===== config.mk =====
export PLATFORM = sky130hd
export DESIGN_NAME = sseg_ser
export DESIGN_NICKNAME = d
export VERILOG_FILES = /design/src/rtl/sseg_ser_pkg.sv /design/src/rtl/sseg_ser_shreg.sv /design/src/rtl/sseg_ser.sv
export SDC_FILE = /design/constraint.sdc
export NUM_CORES = 1
export LEC_CHECK = 0
export ABC_AREA = 1
export BUFFER_PORTS_ARGS = -buffer_cell sky130_fd_sc_hd__buf_4
export CAP_MARGIN = 10
export CORE_ASPECT_RATIO = 0.7
export CORE_UTILIZATION = 50
export CTS_CLUSTER_SIZE = 24
export DETAILED_ROUTE_END_ITERATION = 10
export GPL_TIMING_DRIVEN = 1
export PLACE_DENSITY = 0.75
export REMOVE_ABC_BUFFERS = 1
export SLEW_MARGIN = 20
export SYNTH_ARGS = -nofsm -noshare
export SYNTH_HDL_FRONTEND = slang
export SYNTH_SLANG_ARGS = --single-unit

===== constraint.sdc =====
create_clock -name clk -period 2.8 [get_ports clk]
set_clock_uncertainty 0.05 [all_clocks]
set_input_delay 0.42 -clock clk [delete_from_list [all_inputs] [get_ports clk]]
set_output_delay 0.42 -clock clk [all_outputs]
set_load 0.1 [all_outputs]

===== src/rtl/sseg_ser_pkg.sv =====
// Shared types and default sizing for the 74HC164 seven-segment serialiser.
package sseg_ser_pkg;

   // 8 digits x 8 segments per frame; the counter is wide enough to index them.
   localparam int C_DATA_BITS       = 64;
   localparam int C_DATA_COUNT_BITS = 6;

   // Frame sequencer: each bit takes a low half-cycle and a high half-cycle of seg_clk.
   typedef enum logic [1:0] {
      IDLE     = 2'd0,
      SHIFT_LO = 2'd1,
      SHIFT_HI = 2'd2,
      LATCH    = 2'd3
   } state_t;

endpackage


===== src/rtl/sseg_ser_shreg.sv =====
// Loadable left-shift register feeding the serial data line, MSB first.
// Optional build macro SSEG_SER_INVERT_EN loads the complement of the
// parallel pattern (for common-anode displays with active-low segments).
module sseg_ser_shreg
   import sseg_ser_pkg::*;
#(
   parameter int WIDTH = C_DATA_BITS
) (
   input  logic             clk,
   input  logic             rst,
   input  logic             i_load,
   input  logic             i_shift,
   input  logic [WIDTH-1:0] i_data,
   output logic             o_msb
);

   logic [WIDTH-1:0] r_sreg;
   logic [WIDTH-1:0] w_load_val;

`ifdef SSEG_SER_INVERT_EN
   assign w_load_val = ~i_data;
`else
   assign w_load_val = i_data;
`endif

   // Load has priority; a shift pushes zeros in so the register is empty after a full frame.
   always_ff @(posedge clk) begin
      if (rst) begin
         r_sreg <= '0;
      end else if (i_load) begin
         r_sreg <= w_load_val;
      end else if (i_shift) begin
         r_sreg <= {r_sreg[WIDTH-2:0], 1'b0};
      end
   end

   // The MSB flop drives the pin directly, so serial data is already registered.
   assign o_msb = r_sreg[WIDTH-1];

endmodule


===== src/rtl/sseg_ser.sv =====
// Seven-segment frame serialiser for a 74HC164 shift-register chain.
// Sequencer and bit counter live here; the data path is in sseg_ser_shreg.
// Optional build macro: SSEG_SER_INVERT_EN (inverted segment pattern).
module sseg_ser
   import sseg_ser_pkg::*;
#(
   parameter int DATA_BITS       = C_DATA_BITS,
   parameter int DATA_COUNT_BITS = C_DATA_COUNT_BITS
) (
   input  logic                 clk,
   input  logic                 rst,
   input  logic                 Start,
   input  logic [DATA_BITS-1:0] P_Data,
   output logic                 busy,
   output logic                 done,
   output logic                 seg_clk,
   output logic                 seg_sout,
   output logic                 seg_clrn,
   output logic                 seg_pen
);

   localparam logic [DATA_COUNT_BITS-1:0] C_LAST = DATA_COUNT_BITS'(DATA_BITS - 1);

   state_t                     r_state;
   state_t                     w_state_next;
   logic [DATA_COUNT_BITS-1:0] r_count;
   logic                       w_load;
   logic                       w_shift;
   logic                       w_last;
   logic                       r_busy;
   logic                       r_done;
   logic                       r_seg_clk;
   logic                       r_seg_clrn;
   logic                       r_seg_pen;

   assign w_last = (r_count == C_LAST);

   // Next-state decode plus the shift-register load/shift strobes.
   always_comb begin
      w_state_next = r_state;
      w_load       = 1'b0;
      w_shift      = 1'b0;
      case (r_state)
         IDLE: begin
            if (Start) begin
               w_load       = 1'b1;
               w_state_next = SHIFT_LO;
            end
         end
         SHIFT_LO: w_state_next = SHIFT_HI;
         SHIFT_HI: begin
            w_shift      = 1'b1;
            w_state_next = w_last ? LATCH : SHIFT_LO;
         end
         LATCH:    w_state_next = IDLE;
         default:  w_state_next = IDLE;
      endcase
   end

   // State register.
   always_ff @(posedge clk) begin
      if (rst) begin
         r_state <= IDLE;
      end else begin
         r_state <= w_state_next;
      end
   end

   // Bit counter; holds at the last index on the final exit so it never wraps.
   always_ff @(posedge clk) begin
      if (rst) begin
         r_count <= '0;
      end else if (w_load) begin
         r_count <= '0;
      end else if (w_shift && !w_last) begin
         r_count <= r_count + DATA_COUNT_BITS'(1);
      end
   end

   // Outputs are decoded from the next state so they line up with the state they describe.
   always_ff @(posedge clk) begin
      if (rst) begin
         r_busy     <= 1'b0;
         r_done     <= 1'b0;
         r_seg_clk  <= 1'b0;
         r_seg_clrn <= 1'b0;
         r_seg_pen  <= 1'b0;
      end else begin
         r_busy     <= (w_state_next != IDLE);
         r_done     <= (w_state_next == LATCH);
         r_seg_clk  <= (w_state_next == SHIFT_HI);
         r_seg_clrn <= 1'b1;
         if (w_state_next == LATCH) begin
            r_seg_pen <= 1'b1;
         end else if (w_state_next == SHIFT_LO || w_state_next == SHIFT_HI) begin
            r_seg_pen <= 1'b0;
         end
      end
   end

   sseg_ser_shreg #(
      .WIDTH   (DATA_BITS)
   ) u_shreg (
      .clk     (clk),
      .rst     (rst),
      .i_load  (w_load),
      .i_shift (w_shift),
      .i_data  (P_Data),
      .o_msb   (seg_sout)
   );

   assign busy     = r_busy;
   assign done     = r_done;
   assign seg_clk  = r_seg_clk;
   assign seg_clrn = r_seg_clrn;
   assign seg_pen  = r_seg_pen;

endmodule


==> results.sh <==
export IMPL_cts_hold_buf=0
export IMPL_routed_wl_um=6630
export IMPL_dp_hpwl_um=4380
export IMPL_antennaDiodeCount=0
export IMPL_rows=23
export IMPL_netlist_area_um2=3190
export IMPL_cts_max_level=3
export IMPL_fillerInstances=511
export IMPL_hold_end="done"
export IMPL_cts_buffers=9
export IMPL_area_sequential_um2=1540
export IMPL_cts_resized=0
export IMPL_fmax_mhz=580
export IMPL_period_needed_ns=1.72
export IMPL_top_level_ports=73
export IMPL_setup_viol=0
export IMPL_instances_no_fill=558
export IMPL_cts_setup_buffers=0
export IMPL_rsz0062_at_grt="false"
export IMPL_yosysSeqAreaShare_pct=48.3
export IMPL_timing_rr_start="r_count[0]"
export IMPL_cts_root_buf="clkbuf_8"
export IMPL_antenna_found_initial=0
export IMPL_crit_path_start_kind="register"
export IMPL_tightest_slew_ns=0.594
export IMPL_port_buffers=72
export IMPL_drc_errors=0
export IMPL_clk_pin_slew_ns=0.07
export IMPL_ys_warn_count=0
export IMPL_max_slew_margin_rel_pct=60.4
export IMPL_grt_pass1_vias=2544
export IMPL_grt_max_degree=73
export IMPL_crit_top_cell="nor2_1"
export IMPL_reg2reg_to="r_count[4]"
export IMPL_crit_fanout=8
export IMPL_crit_path_end_kind="register"
export IMPL_grt_overflow_total=0
export IMPL_areaGrowthSynthToFinish_pct=22.7
export IMPL_crit_start="r_count[0]"
export IMPL_path_buf_inv=1
export IMPL_dieArea_um2=6710
export IMPL_cpMaxStageDelayCell="nor2_1"
export IMPL_die_h_um=68.8
export IMPL_gp_congestion=0.803
export IMPL_hold_start="rst"
export IMPL_multi_input_area_um2=1200
export IMPL_clock_sinks=77
export IMPL_via_count=2800
export IMPL_final_util_pct=66.1
export IMPL_power_leakage_nw=1.74
export IMPL_synth_distinct_cells=19
export IMPL_cp_top_family="simple AND/OR/NAND/NOR gates"
export IMPL_viasPerCell=5.02
export IMPL_grt_usage_pct=21.2
export IMPL_cts_tree="done"
export IMPL_crit_chain="ha_1 > nand3_1 > nor2_1 > nor2_1 > inv_1 > nand2_1 > a21oi_1"
export IMPL_clk_latency_ns=0.34
export IMPL_power_density_nw_per_um2=647
export IMPL_finalCritPeriodShare_pct=61.6
export IMPL_ir_drop_mv=0.326
export IMPL_synthCells=417
export IMPL_worstPathRequired_ns=2.97
export IMPL_worstPathArrival_ns=1.90
export IMPL_whs_path_depth=2
export IMPL_ant_nets=0
export IMPL_crit_type="register to register"
export IMPL_initial_core_util_pct=53.8
export IMPL_slew_violations=0
export IMPL_clk_path_buf_depth=2
export IMPL_syn_area_per_cell_um2=7.65
export IMPL_wire_per_inst_um=11.9
export IMPL_final_area_um2=3920
export IMPL_dr_pass1_iters=5
export IMPL_ys_ff_latch=77
export IMPL_rrSetupSlack_ns=1.08
export IMPL_dpl_cell_area_um2=3710
export IMPL_maxCapViolCount=0
export IMPL_core_area_um2=5930
export IMPL_status="completed"
export IMPL_die_x_um=97.5
export IMPL_drt_iter0_markers=155
export IMPL_dp_cells=542
export IMPL_hp_class="primary input to register"
export IMPL_cpPeakStageDelay_ns=0.39
export IMPL_final_hold_viol_count=0
export IMPL_design_final_nets=546
export IMPL_drive_gt1_share_pct=20.1
export IMPL_grt_pass1_wl_um=11100
export IMPL_rr_worst_depth=7
## cells in the mapped netlist, drive strengths merged
cell | n | area share (%)
nand2 | 86 | 10
dfxtp | 77 | 48
inv | 73 | 8.6
o21ai | 66 | 10
o22ai | 64 | 13
buf | 25 | 5.6
nor2 | 9 | 1.1
a21oi | 6 | 0.94
nand3 | 6 | 1.1
clkbuf | 2 | 0.24
xnor2 | 2 | 0.55
ha | 1 | 0.39
## cells by family (layout without fill, tap and decap cells)
family / count (synthesis) / in the layout / share of synthesized area (%)
fa+ha+maj: 1 / 1 / 0.392
buf+inv: 100 / 166 / 14.5
xor+xnor: 2 / 2 / 0.549
simple gates: 101 / 101 / 12.4
compound gates: 136 / 136 / 23.8
flops: 77 / 77 / 48.3
## sequential cells by signal, indices dropped and copies added (netlist names)
signal          flops
done                1
busy                1
seg_clk             1
seg_pen             1
r_count             6
r_state             2
seg_clrn            1
u_shreg.r_sreg     64
## per-stage QoR
stage	TNS [ns]	hold slack [ns]	total power [mW]	setup slack, ns
5_1_grt	0	0.223	2.66	0.870
6_report	0	0.232	2.54	1.08
3_5_place_dp	0	0.409	1.68	1.09
3_3_place_gp	0	0.406	1.67	1.12
4_1_cts	0	0.214	2.55	1.09
2_1_floorplan	-28.83	0.396	1.53	-0.446
## how the worst max path moves through the flow
stage	cells after the start	endpoint	slack, ns
floorplan	4	u_shreg.r_sreg[10]	-0.45
global placement	6	u_shreg.r_sreg[35]	1.12
detailed placement	5	u_shreg.r_sreg[32]	1.09
CTS	7	r_count[4]	1.09
global route	7	r_count[5]	0.87
finish	7	r_count[4]	1.08
## cell type report
class                           instances  share of cell area, %
Timing Repair Buffer                   77                   15.4
Clock inverter                          5                   1.92
Multi-Input combinational cell        240                   30.6
Clock buffer                           11                   3.35
Inverter                               73                   7.00
Sequential cell                        77                   39.4
Tap cell                               75                   2.40
## where the power goes
part | internal (mW) | leakage [nW] | total [mW] | switching (mW)
clock network | 0.498 | 0.107 | 0.878 | 0.380
registers | 1.18 | 0.630 | 1.21 | 0.0236
logic | 0.186 | 1.01 | 0.451 | 0.266
## routing by layer
| layer | global-route usage (%) | vias to the layer above | wire (um) |
|---|---|---|---|
| li1 | - | 1493 | - |
| met3 | 5.54 | 4 | 456 |
| met2 | 34.4 | 77 | 2800 |
| met5 | 0 | - | 0 |
| met4 | 9.19 | 0 | 37 |
| met1 | 27.2 | 1226 | 3340 |
## worst reg2reg max path: cells and delay by family, from the launching register on
kind / cells / cell delay (ns)
flops: 1 / 0.36
simple gates: 4 / 0.71
compound gates: 1 / 0.07
fa+ha+maj: 1 / 0.25
buf+inv: 1 / 0.19
## cell usage in the layout, fill, tap and decap left out, drive strengths merged
cell and count:
a21oi 6, xnor2 2, bufinv 2, buf 77, ha 1, clkinv 3
o21ai 66, o22ai 64, clkbuf 11, inv 73, dfxtp 77, nor2 9
nand2 86, nand3 6
Note: power is estimated with default switching activity, not from simulation.
